===== src/rtl/systolic_pe_param_if.sv =====
// systolic_pe_param_if: signal bundle for one systolic PE.
//   in_word/in_valid/in_ready    : sample stream into the PE (valid/ready)
//   pass_word/pass_valid         : accepted sample forwarded to the next PE
//   out_word/out_valid           : saturated frame sum
//   coef_we/coef_addr/coef_data  : coefficient bank write port
//   tap_idx                      : next tap to be processed (status)
// master = sample source / bank writer, slave = the PE.
interface systolic_pe_param_if #(
    parameter int WORDLENGTH = 16,
    parameter int IDXW = 3
);
    logic [WORDLENGTH-1:0] in_word;
    logic                  in_valid;
    logic                  in_ready;
    logic [WORDLENGTH-1:0] pass_word;
    logic                  pass_valid;
    logic [WORDLENGTH-1:0] out_word;
    logic                  out_valid;
    logic                  coef_we;
    logic [IDXW-1:0]       coef_addr;
    logic [WORDLENGTH-1:0] coef_data;
    logic [IDXW-1:0]       tap_idx;

    modport master (
        output in_word, in_valid, coef_we, coef_addr, coef_data,
        input  in_ready, pass_word, pass_valid, out_word, out_valid, tap_idx
    );
    modport slave (
        input  in_word, in_valid, coef_we, coef_addr, coef_data,
        output in_ready, pass_word, pass_valid, out_word, out_valid, tap_idx
    );
endinterface


===== src/rtl/systolic_pe_param.sv =====
// systolic_pe_param: systolic PE multiplying each sample by a per-tap coefficient,
// accumulating NTAPS saturated products per frame and forwarding samples downstream.
//   clk30x : clock, rising edge
//   reset  : synchronous, active-high; the coefficient bank keeps its contents
//   bus    : systolic_pe_param_if.slave (sample stream, forward, result, bank write, tap_idx)
module systolic_pe_param #(
    parameter int WORDLENGTH = 16,
    parameter int NTAPS = 8,
    parameter int IDXW = 3,
    parameter int FRACBITS = 15
) (
    input logic clk30x,
    input logic reset,
    systolic_pe_param_if.slave bus
);
    localparam int W = WORDLENGTH;
    localparam int AW = (NTAPS > 1) ? $clog2(NTAPS) : 1;
    localparam int CW = $clog2(W);
    localparam logic signed [2*W:0] SMAX = {{(W + 2){1'b0}}, {(W - 1){1'b1}}};
    localparam logic signed [2*W:0] SMIN = ~SMAX;

    typedef enum logic [1:0] {IDLE, MULT, ACC} state_t;
    state_t state, state_next;

    logic [W-1:0] coef [NTAPS];
    logic [W-1:0] c_sel, x_mag, c_mag, mplier;
    logic [2*W-1:0] mcand, prod_mag;
    logic neg, accept, last_bit, last_tap;
    logic [CW-1:0] cnt;
    logic [IDXW-1:0] tap;
    logic signed [W-1:0] acc, acc_next;
    logic signed [2*W-1:0] prod, scaled;
    logic signed [2*W:0] sum;

    assign bus.tap_idx = tap;

    always_ff @(posedge clk30x) begin
        if (reset) state <= IDLE;
        else state <= state_next;
    end

    always_comb begin
        accept = state == IDLE && bus.in_valid;
        last_bit = cnt == CW'(W - 1);
        last_tap = tap == IDXW'(NTAPS - 1);
        state_next = state == IDLE ? (bus.in_valid ? MULT : IDLE) :
                     state == MULT ? (last_bit ? ACC : MULT) : IDLE;
        bus.in_ready = state == IDLE;
        c_sel = coef[tap[AW-1:0]];
        // Multiply magnitudes; the most negative value maps to its own unsigned magnitude.
        x_mag = bus.in_word[W-1] ? -bus.in_word : bus.in_word;
        c_mag = c_sel[W-1] ? -c_sel : c_sel;
        prod = neg ? -$signed(prod_mag) : $signed(prod_mag);
        scaled = prod >>> FRACBITS;
        // Tap 0 starts a fresh frame, so the previous frame's sum is dropped.
        sum = {scaled[2*W-1], scaled} + (tap == '0 ? '0 : {{(W + 1){acc[W-1]}}, acc});
        acc_next = sum > SMAX ? SMAX[W-1:0] : sum < SMIN ? SMIN[W-1:0] : sum[W-1:0];
    end

    // Bank is deliberately outside reset; a same-edge write is seen by the next capture only.
    always_ff @(posedge clk30x) begin
        if (bus.coef_we && {1'b0, bus.coef_addr} < (IDXW + 1)'(NTAPS))
            coef[bus.coef_addr[AW-1:0]] <= bus.coef_data;
    end

    // Shift-add multiplier works on captured copies, so bank writes cannot disturb it.
    always_ff @(posedge clk30x) begin
        if (accept) begin
            mcand <= {{W{1'b0}}, x_mag};
            mplier <= c_mag;
            neg <= bus.in_word[W-1] ^ c_sel[W-1];
            prod_mag <= '0;
            cnt <= '0;
        end else if (state == MULT) begin
            prod_mag <= mplier[0] ? prod_mag + mcand : prod_mag;
            mcand <= mcand << 1;
            mplier <= mplier >> 1;
            cnt <= cnt + 1'b1;
        end
    end

    always_ff @(posedge clk30x) begin
        if (reset) begin
            tap <= '0;
            acc <= '0;
            bus.pass_word <= '0;
            bus.pass_valid <= 1'b0;
            bus.out_word <= '0;
            bus.out_valid <= 1'b0;
        end else begin
            bus.pass_valid <= accept;
            bus.out_valid <= state == ACC && last_tap;
            if (accept) bus.pass_word <= bus.in_word;
            if (state == ACC) begin
                acc <= acc_next;
                tap <= last_tap ? '0 : tap + 1'b1;
                if (last_tap) bus.out_word <= acc_next;
            end
        end
    end
endmodule


===== src/flat_wrapper.sv =====
// flat-port wrapper written by rule: the top's interface ports become plain ports
module systolic_pe_param_flat 
#(
    parameter int WORDLENGTH = 16,
    parameter int NTAPS = 8,
    parameter int IDXW = 3,
    parameter int FRACBITS = 15
)
  (clk30x, reset, bus_in_word, bus_in_valid, bus_coef_we, bus_coef_addr, bus_coef_data, bus_in_ready, bus_pass_word, bus_pass_valid, bus_out_word, bus_out_valid, bus_tap_idx);
  systolic_pe_param_if #(.WORDLENGTH(WORDLENGTH), .IDXW(IDXW)) bus_i ();
  input logic clk30x;
  input logic reset;
  input wire logic [$bits(bus_i.in_word)-1:0] bus_in_word;
  input wire logic [$bits(bus_i.in_valid)-1:0] bus_in_valid;
  input wire logic [$bits(bus_i.coef_we)-1:0] bus_coef_we;
  input wire logic [$bits(bus_i.coef_addr)-1:0] bus_coef_addr;
  input wire logic [$bits(bus_i.coef_data)-1:0] bus_coef_data;
  output wire logic [$bits(bus_i.in_ready)-1:0] bus_in_ready;
  output wire logic [$bits(bus_i.pass_word)-1:0] bus_pass_word;
  output wire logic [$bits(bus_i.pass_valid)-1:0] bus_pass_valid;
  output wire logic [$bits(bus_i.out_word)-1:0] bus_out_word;
  output wire logic [$bits(bus_i.out_valid)-1:0] bus_out_valid;
  output wire logic [$bits(bus_i.tap_idx)-1:0] bus_tap_idx;
  assign bus_i.in_word = bus_in_word;
  assign bus_i.in_valid = bus_in_valid;
  assign bus_i.coef_we = bus_coef_we;
  assign bus_i.coef_addr = bus_coef_addr;
  assign bus_i.coef_data = bus_coef_data;
  assign bus_in_ready = bus_i.in_ready;
  assign bus_pass_word = bus_i.pass_word;
  assign bus_pass_valid = bus_i.pass_valid;
  assign bus_out_word = bus_i.out_word;
  assign bus_out_valid = bus_i.out_valid;
  assign bus_tap_idx = bus_i.tap_idx;
  systolic_pe_param #(.WORDLENGTH(WORDLENGTH), .NTAPS(NTAPS), .IDXW(IDXW), .FRACBITS(FRACBITS)) u_core (.clk30x(clk30x), .reset(reset), .bus(bus_i));
endmodule

===== config.mk =====
export PLATFORM = sky130hd
export DESIGN_NAME = systolic_pe_param_flat
export DESIGN_NICKNAME = d
export VERILOG_FILES = /design/src/rtl/systolic_pe_param_if.sv /design/src/rtl/systolic_pe_param.sv /design/src/flat_wrapper.sv
export SDC_FILE = /design/constraint.sdc
export NUM_CORES = 1
export LEC_CHECK = 0
export ABC_AREA = 1
export CORE_UTILIZATION = 55
export DETAILED_ROUTE_END_ITERATION = 8
export PLACE_DENSITY = 0.83
export SETUP_SLACK_MARGIN = 0.15
export SYNTH_ARGS = -nofsm -noshare
export SYNTH_HDL_FRONTEND = slang
export SYNTH_SLANG_ARGS = --single-unit

===== constraint.sdc =====
create_clock -name clk30x -period 3.8 [get_ports clk30x]
set_input_delay 0.95 -clock clk30x [delete_from_list [all_inputs] [get_ports clk30x]]
set_output_delay 0.95 -clock clk30x [all_outputs]
set_load 0.03 [all_outputs]

Yosys cells after proc, flatten, opt, wreduce, memory -nomap -nowiden
Memories as Yosys holds them, arrays and structs flattened. A register that Yosys moved wholly into a read port is not among the register bits.
Cells that the tools add are included.
{"block": "op_classes", "n_addsub": 7, "eq_ne": 4, "mux": 19, "n_reduce_logical": 7, "bitwise_logic": 1, "magnitude_cmp": 2}
{"op": "16-bit two-way mux", "n": 8}
{"op": "33-bit adder", "n": 1}
{"op": "33-bit by 16-bit > comparator with 1-bit output, second input constant", "n": 1}
{"op": "33-bit by 16-bit less-than comparator with 1-bit output, second input constant", "n": 1}
{"op": "33-bit two-way mux", "n": 1}
{"op": "32-bit adder", "n": 1}
{"op": "32-bit two-way mux", "n": 1}
{"op": "16-bit negation", "n": 2}
{"op": "32-bit negation", "n": 1}
{"op": "3-bit two-way mux", "n": 3}
{"op": "2-bit two-way mux", "n": 3}
{"op": "4-bit by 1-bit adder with 4-bit output, second input constant", "n": 1}
{"op": "4-bit == test, second input constant", "n": 1}
{"op": "2-bit AND reduction", "n": 2}
{"op": "3-bit by 1-bit adder with 3-bit output, second input constant", "n": 1}
{"op": "3-bit == test, second input constant", "n": 1}
{"op": "3-bit logical NOT", "n": 1}
{"op": "1-bit two-way mux", "n": 3}
{"op": "2-bit by 1-bit == test with 1-bit output, second input constant", "n": 1}
{"op": "2-bit == test, second input constant", "n": 1}
{"op": "1-bit logical AND", "n": 2}
{"op": "2-bit logical NOT", "n": 1}
{"op": "2-bit nonzero test", "n": 1}
{"op": "1-bit XOR", "n": 1}
{"block": "word_totals", "mem_count": 1, "out_inout_bits": 38, "elab_cells": 54, "mem_bits_rw": 128, "input_bits": 39, "regBits": 140}
{"memory": "u_core.coef", "words": 8, "width": 16, "read_ports": 1, "rd_clocked_by_memory_dff": 1, "wr": 1, "line": "systolic_pe_param.sv:25", "text": "logic [W-1:0] coef [NTAPS];"}

Depth between registers and ports, before layout
{"block": "logic_depth", "depth_word": 6, "ltp_mapped": 30, "mapped_depth_nobuf": 29}

Least setup slack after synthesis
OpenSTA, ideal clock, no wires.
{"block": "synth_path", "kind": "register to register", "startpoint": "register u_core.prod_mag[8]", "endpoint": "register u_core.acc[0]", "n_path_buf": 1, "slack_ns": 0.262, "stages_incl_launch_ff": 26, "t_arrival_ns": 3.428, "setup_time_ns": 0.109, "required_ns": 3.691, "synth_period_minus_slack_ns": 3.538, "path_cell_list": "dfxtp_1 > or2_0 > nor2_1 > nand3_1 > nor2_1 > nand2_1 > nor2_2 > nand2_1 > nor2_2 > a21oi_1 > xor2_1 > ha_1 > nand2_1 > nor2_1 > and3_1 > nand2_1 > and2_1 > fa_1 > nand2_1 > nor2_1 > nand2_1 > nand2_1 > buf_4 > nand3_1 > nand2_1 > inv_1"}
{"block": "synth_between", "elab_chain_len": 6, "elab_cells_between_ends": 7, "cone_classes": "2 x add/sub; 2 x order compare; 3 x mux"}
{"item": "start, declared", "line": "systolic_pe_param.sv:27", "text": "logic [2*W-1:0] mcand, prod_mag;"}
{"item": "start signal, assigned", "line": "systolic_pe_param.sv:75", "text": "prod_mag <= mplier[0] ? prod_mag + mcand : prod_mag;"}
{"item": "32-bit negation *", "line": "systolic_pe_param.sv:53", "text": "prod = neg ? -$signed(prod_mag) : $signed(prod_mag);"}
{"item": "32-bit two-way mux *", "line": "systolic_pe_param.sv:53"}
{"item": "33-bit adder *", "line": "systolic_pe_param.sv:56", "text": "sum = {scaled[2*W-1], scaled} + (tap == '0 ? '0 : {{(W + 1){acc[W-1]}}, acc});"}
{"item": "33-bit by 16-bit less-than comparator with 1-bit output", "line": "systolic_pe_param.sv:57", "text": "acc_next = sum > SMAX ? SMAX[W-1:0] : sum < SMIN ? SMIN[W-1:0] : sum[W-1:0];"}
{"item": "16-bit two-way mux", "line": "systolic_pe_param.sv:57"}
{"item": "16-bit two-way mux *", "line": "systolic_pe_param.sv:57"}
{"item": "end signal, assigned", "line": "systolic_pe_param.sv:95", "text": "acc <= acc_next;"}
{"item": "end, declared", "line": "systolic_pe_param.sv:31", "text": "logic signed [W-1:0] acc, acc_next;"}
Mark *: on every way between the ends. The rest lies on a longest branch, timed or not.
A chain may end at the register's enable or synchronous reset.

Final worst setup path
{"block": "layout_path", "startpoint": "register u_core.prod_mag[11]", "endpoint": "register u_core.acc[12]"}
The elaborated chain is that of the path after synthesis.

==> impl_summary.log <==
INFO  metric nets = slightly above 2k
INFO  metric leakagePower = 7.59 nW
INFO  metric die_w = 165 µm
INFO  metric tritoncts_num_sinks = 271
INFO  metric tritoncts = built
INFO  metric critical-path-top-cell-by-count = sky130_fd_sc_hd__nand2_1
INFO  metric synth-seq-cells = 271
INFO  metric synth_area = roughly 15000 µm²
INFO  metric setup_violations = 30
INFO  metric worst-endpoint-arrival = 4.38 ns
INFO  metric tightest_slew = 1.11 ns
INFO  metric ys.warnings.count = 0
INFO  metric critical_path.startpoint = u_core.prod_mag[11]
INFO  metric worstSetupStartpointType = flip-flop
INFO  metric core_area = 26100 µm²
INFO  metric failing_checks = DRC, setup timing
INFO  metric row_count = 59
INFO  metric synth_cells = 1827
INFO  metric period_needed = 3.91 ns
INFO  metric multi_input_comb_area = 6710 µm²
INFO  metric path_class = flip-flop to flip-flop
INFO  metric worst_path_largest_cell_delay = 0.57 ns
INFO  metric clock_tree.buffer_depth = 3
INFO  metric dp_cells = 2242
INFO  metric fmaxAchievable = 256 MHz
INFO  metric r2r-end = u_core.acc[12]
INFO  metric drt-wirelength-per-cell = 15.8 µm
INFO  metric ant_nets = 0
INFO  metric worstSkewPairLatency = 0.58 ns
INFO  metric period_share = 103%
INFO  metric cp_slowest_cell = sky130_fd_sc_hd__fa_2
INFO  metric final_report_max_slew_violation_count = 0
INFO  metric max_cap_violations = 0
INFO  metric placement.io_buffers = between 70 and 80
INFO  metric powerDensity = 493 nW/µm²
INFO  metric reg2reg_setup_slack = -0.11 ns
INFO  metric utilization = 66.5%
INFO  metric initialDrtViolationCount = 1105
INFO  metric min_path_type = flip-flop to flip-flop
INFO  metric cts_made_buffers = 29
INFO  metric hold-path-endpoint = u_core.bus.out_word[13]
INFO  metric drt_pre_antenna_iters = 8
INFO  metric reg2reg_from = u_core.prod_mag[11]
INFO  metric final-hold-violation-count = 0
INFO  metric clock_tree.htree_level_count = 1
INFO  metric critPathCaptureType = flip-flop
INFO  metric cp_num_buf_inv = 2
INFO  metric vdd_drop_max = 404 µV
INFO  metric origin_of_the_worst_min_delay_path = u_core.bus.out_word[13]
INFO  metric syn_avg_cell_area = 8.04 µm²
INFO  metric layout-drive-gt1-share = 10.3%
INFO  metric synth_sequential_area_ratio = 47.9%
INFO  metric layout-area-overhead-vs-synth = 18.4%
INFO  metric grt_overflow_total = 0
INFO  metric grt_max_degree = 66
INFO  metric first_global_vias = around 12k
INFO  metric grt_antenna_before_repair = 1
INFO  metric drt_drc_violations_left = 7
INFO  metric worst_ep_required_time = 4.27 ns
INFO  metric floorplan.initialDensity = a little under three fifths
INFO  metric floorplan.io_pins = 77
INFO  metric postCtsHoldBufs = 0
INFO  metric synth_nets = 1923
INFO  metric placement.setup.worst_slack = -0.130 ns
INFO  metric num_antenna_cells = 0
INFO  metric post_layout_nonfiller_instances = 2309
INFO  metric num_vias = 12.8k
INFO  metric critical-path-top-delay-family = simple AND/OR/NAND/NOR gates
INFO  metric p_total = between 8 and 9 mW
INFO  metric seq_area = 7040 µm²
INFO  metric avgViaCountPerCell = 5.55
INFO  metric clkTransAtPathRegs = 0.06 ns
INFO  metric relSlewSlack = 25.5%
INFO  metric clock_skew = 0.0134 ns
INFO  metric post_route_worst_setup_slack = -0.109 ns
INFO  metric netlist-cell-type-count = between 40 and 50
INFO  metric chipHeight = 165 µm
INFO  metric half_perimeter_wire_length_after_placement = 24300 µm
INFO  metric root_buffer = sky130_fd_sc_hd__clkbuf_16
INFO  metric cells_on_worst_hold_path = 2
INFO  metric finalWeightedCongestion = approximately 1.0
INFO  metric rsz0062_at_grt = true
INFO  metric drt-total-wl = about 37000 µm
INFO  metric worst-r2r-cell-count = 26
INFO  metric dieArea = 27400 µm²
INFO  metric status = finished with violations
INFO  metric wire_length_of_the_first_global_routing_pass = 57900 µm
INFO  metric total_neg_setup_slack = -2.34 ns
INFO  metric grtUsageTotal = 26.4%
INFO  metric final.fill_count = 2078
INFO  metric path_max_fanout = 7
## Yosys cell counts (all sizes together)
cell type / count / share of area, %
nand2: 393 / 10
nor2: 278 / 7.3
inv: 213 / 5.5
o21ai: 188 / 6.7
edfxtp: 161 / 33
nand3: 122 / 4.3
dfxtp: 110 / 15
a21oi: 88 / 3.0
ha: 54 / 4.6
clkbuf: 35 / 0.90
xor2: 32 / 1.9
buf: 30 / 1.4
o21bai: 22 / 1.1
o211ai: 19 / 0.97
xnor2: 14 / 0.83
nor3: 11 / 0.37
a31oi: 8 / 0.34
nand3b: 8 / 0.41
o22ai: 8 / 0.34
a21o: 6 / 0.31
nor4: 5 / 0.21
clkinv: 3 / 0.077
fa: 3 / 0.41
o21a: 3 / 0.15
o221ai: 3 / 0.18
or2: 3 / 0.13
a21boi: 2 / 0.10
and3: 2 / 0.085
and2: 1 / 0.043
nand4: 1 / 0.043
o31ai: 1 / 0.051
## flip-flops by register name (all words and copies together), names as in the netlist, named ones only
| name | cells |
|---|---|
| u_core.bus.out_word | 16 |
| u_core.bus.pass_valid | 1 |
| u_core.mcand | 32 |
| u_core.mplier | 16 |
| u_core.state | 2 |
| u_core.bus.pass_word | 16 |
| u_core.bus.tap_idx | 3 |
| u_core.cnt | 4 |
| u_core.coef | 128 |
| u_core.acc | 16 |
| u_core.neg | 1 |
| u_core.prod_mag | 32 |
| u_core.bus.out_valid | 1 |
## metal layers
layer,up-vias,GRT usage [%],part of all wire [%]
li1,6301,-,-
met1,5965,33.2,42
met2,464,46.7,50
met3,94,3.27,5.7
met4,0,8.97,3.1
met5,-,0,0
## worst max-delay path by stage
| stage | endpoint | slack, ns | cells after the start |
|---|---|---|---|
| global placement | u_core.acc[3] | 0.02 | 26 |
| CTS | u_core.acc[8] | -0.03 | 26 |
| detailed placement | u_core.bus.out_word[2] | -0.13 | 26 |
| global route | u_core.bus.out_word[0] | -0.30 | 23 |
| finish | u_core.acc[12] | -0.11 | 26 |
| floorplan | u_core.acc[0] | 0.26 | 25 |
## cells in the final DEF (no fill, tap or decap), types with 4 or more instances in the layout
cell                              count
sky130_fd_sc_hd__o21ai_0            126
sky130_fd_sc_hd__o21ai_2             14
sky130_fd_sc_hd__clkbuf_1             7
sky130_fd_sc_hd__nand3_2              7
sky130_fd_sc_hd__o211ai_1            19
sky130_fd_sc_hd__a21oi_1             85
sky130_fd_sc_hd__o22ai_1              8
sky130_fd_sc_hd__ha_1                53
sky130_fd_sc_hd__dfxtp_1            107
sky130_fd_sc_hd__clkinv_2             5
sky130_fd_sc_hd__nor3_1              11
sky130_fd_sc_hd__xnor2_1             13
sky130_fd_sc_hd__nand2_2             26
sky130_fd_sc_hd__nor4_1               5
sky130_fd_sc_hd__edfxtp_1           161
sky130_fd_sc_hd__o21bai_1            22
sky130_fd_sc_hd__clkinv_1             9
sky130_fd_sc_hd__nand3b_1             8
sky130_fd_sc_hd__nor2_4               8
sky130_fd_sc_hd__nand2_1            363
sky130_fd_sc_hd__nand3_1            113
sky130_fd_sc_hd__inv_1              210
sky130_fd_sc_hd__a31oi_1              8
sky130_fd_sc_hd__clkbuf_16           31
sky130_fd_sc_hd__buf_4               76
sky130_fd_sc_hd__a21o_1               6
sky130_fd_sc_hd__clkdlybuf4s50_1     76
sky130_fd_sc_hd__xor2_1              32
sky130_fd_sc_hd__bufinv_16            4
sky130_fd_sc_hd__nor2_1             264
sky130_fd_sc_hd__o21ai_1             48
sky130_fd_sc_hd__nor2_2               6
## layout make-up
class | instances | share of cell area, %
clock buffers | 36 | 4.32
clock inverters | 18 | 1.17
inverters | 216 | 4.68
multi-input cells | 1276 | 38.6
flip-flops and latches | 271 | 40.5
well taps | 335 | 2.41
repair buffers | 157 | 8.33
## through the flow
stage	hold WS [ns]	cell area [µm²]
global route	0.475	17400
CTS	0.460	17200
detailed placement	0.448	16100
global placement	0.439	16100
floorplan	0.449	14700
finish	0.449	17400
## worst reg2reg max path: cells and delay by family (launching register included)
family | cells | cell delay [ns]
AO/OA/AOI/OAI | 2 | 0.15
adder cells (fa/ha/maj) | 2 | 0.90
AND/OR/NAND/NOR | 19 | 2.07
XOR/XNOR | 1 | 0.17
buffers and inverters | 2 | 0.21
flip-flops | 1 | 0.32
## cell families after synthesis
group	Yosys count	synth area share, %
simple gates	824	23.2
compound gates	348	13.3
buf+inv	281	7.84
flops	271	47.9
fa+ha+maj	57	5.01
xor+xnor	46	2.74
## report_power, final
| group | internal, mW | switching (mW) | leakage, nW | total (mW) |
|---|---|---|---|---|
| combinational | 0.861 | 1.33 | 4.73 | 2.19 |
| clock | 1.68 | 1.18 | 0.461 | 2.85 |
| sequential | 3.37 | 0.160 | 2.40 | 3.53 |
## timing repair
item | CTS | global route
cloned | 2 | 2
gates resized for setup | 16 | 33
endpoints found under the setup margin | 30 | 31
pin swaps | 5 | 19
buffers inserted | 5 | 4
(Power assumes the default switching activity.)
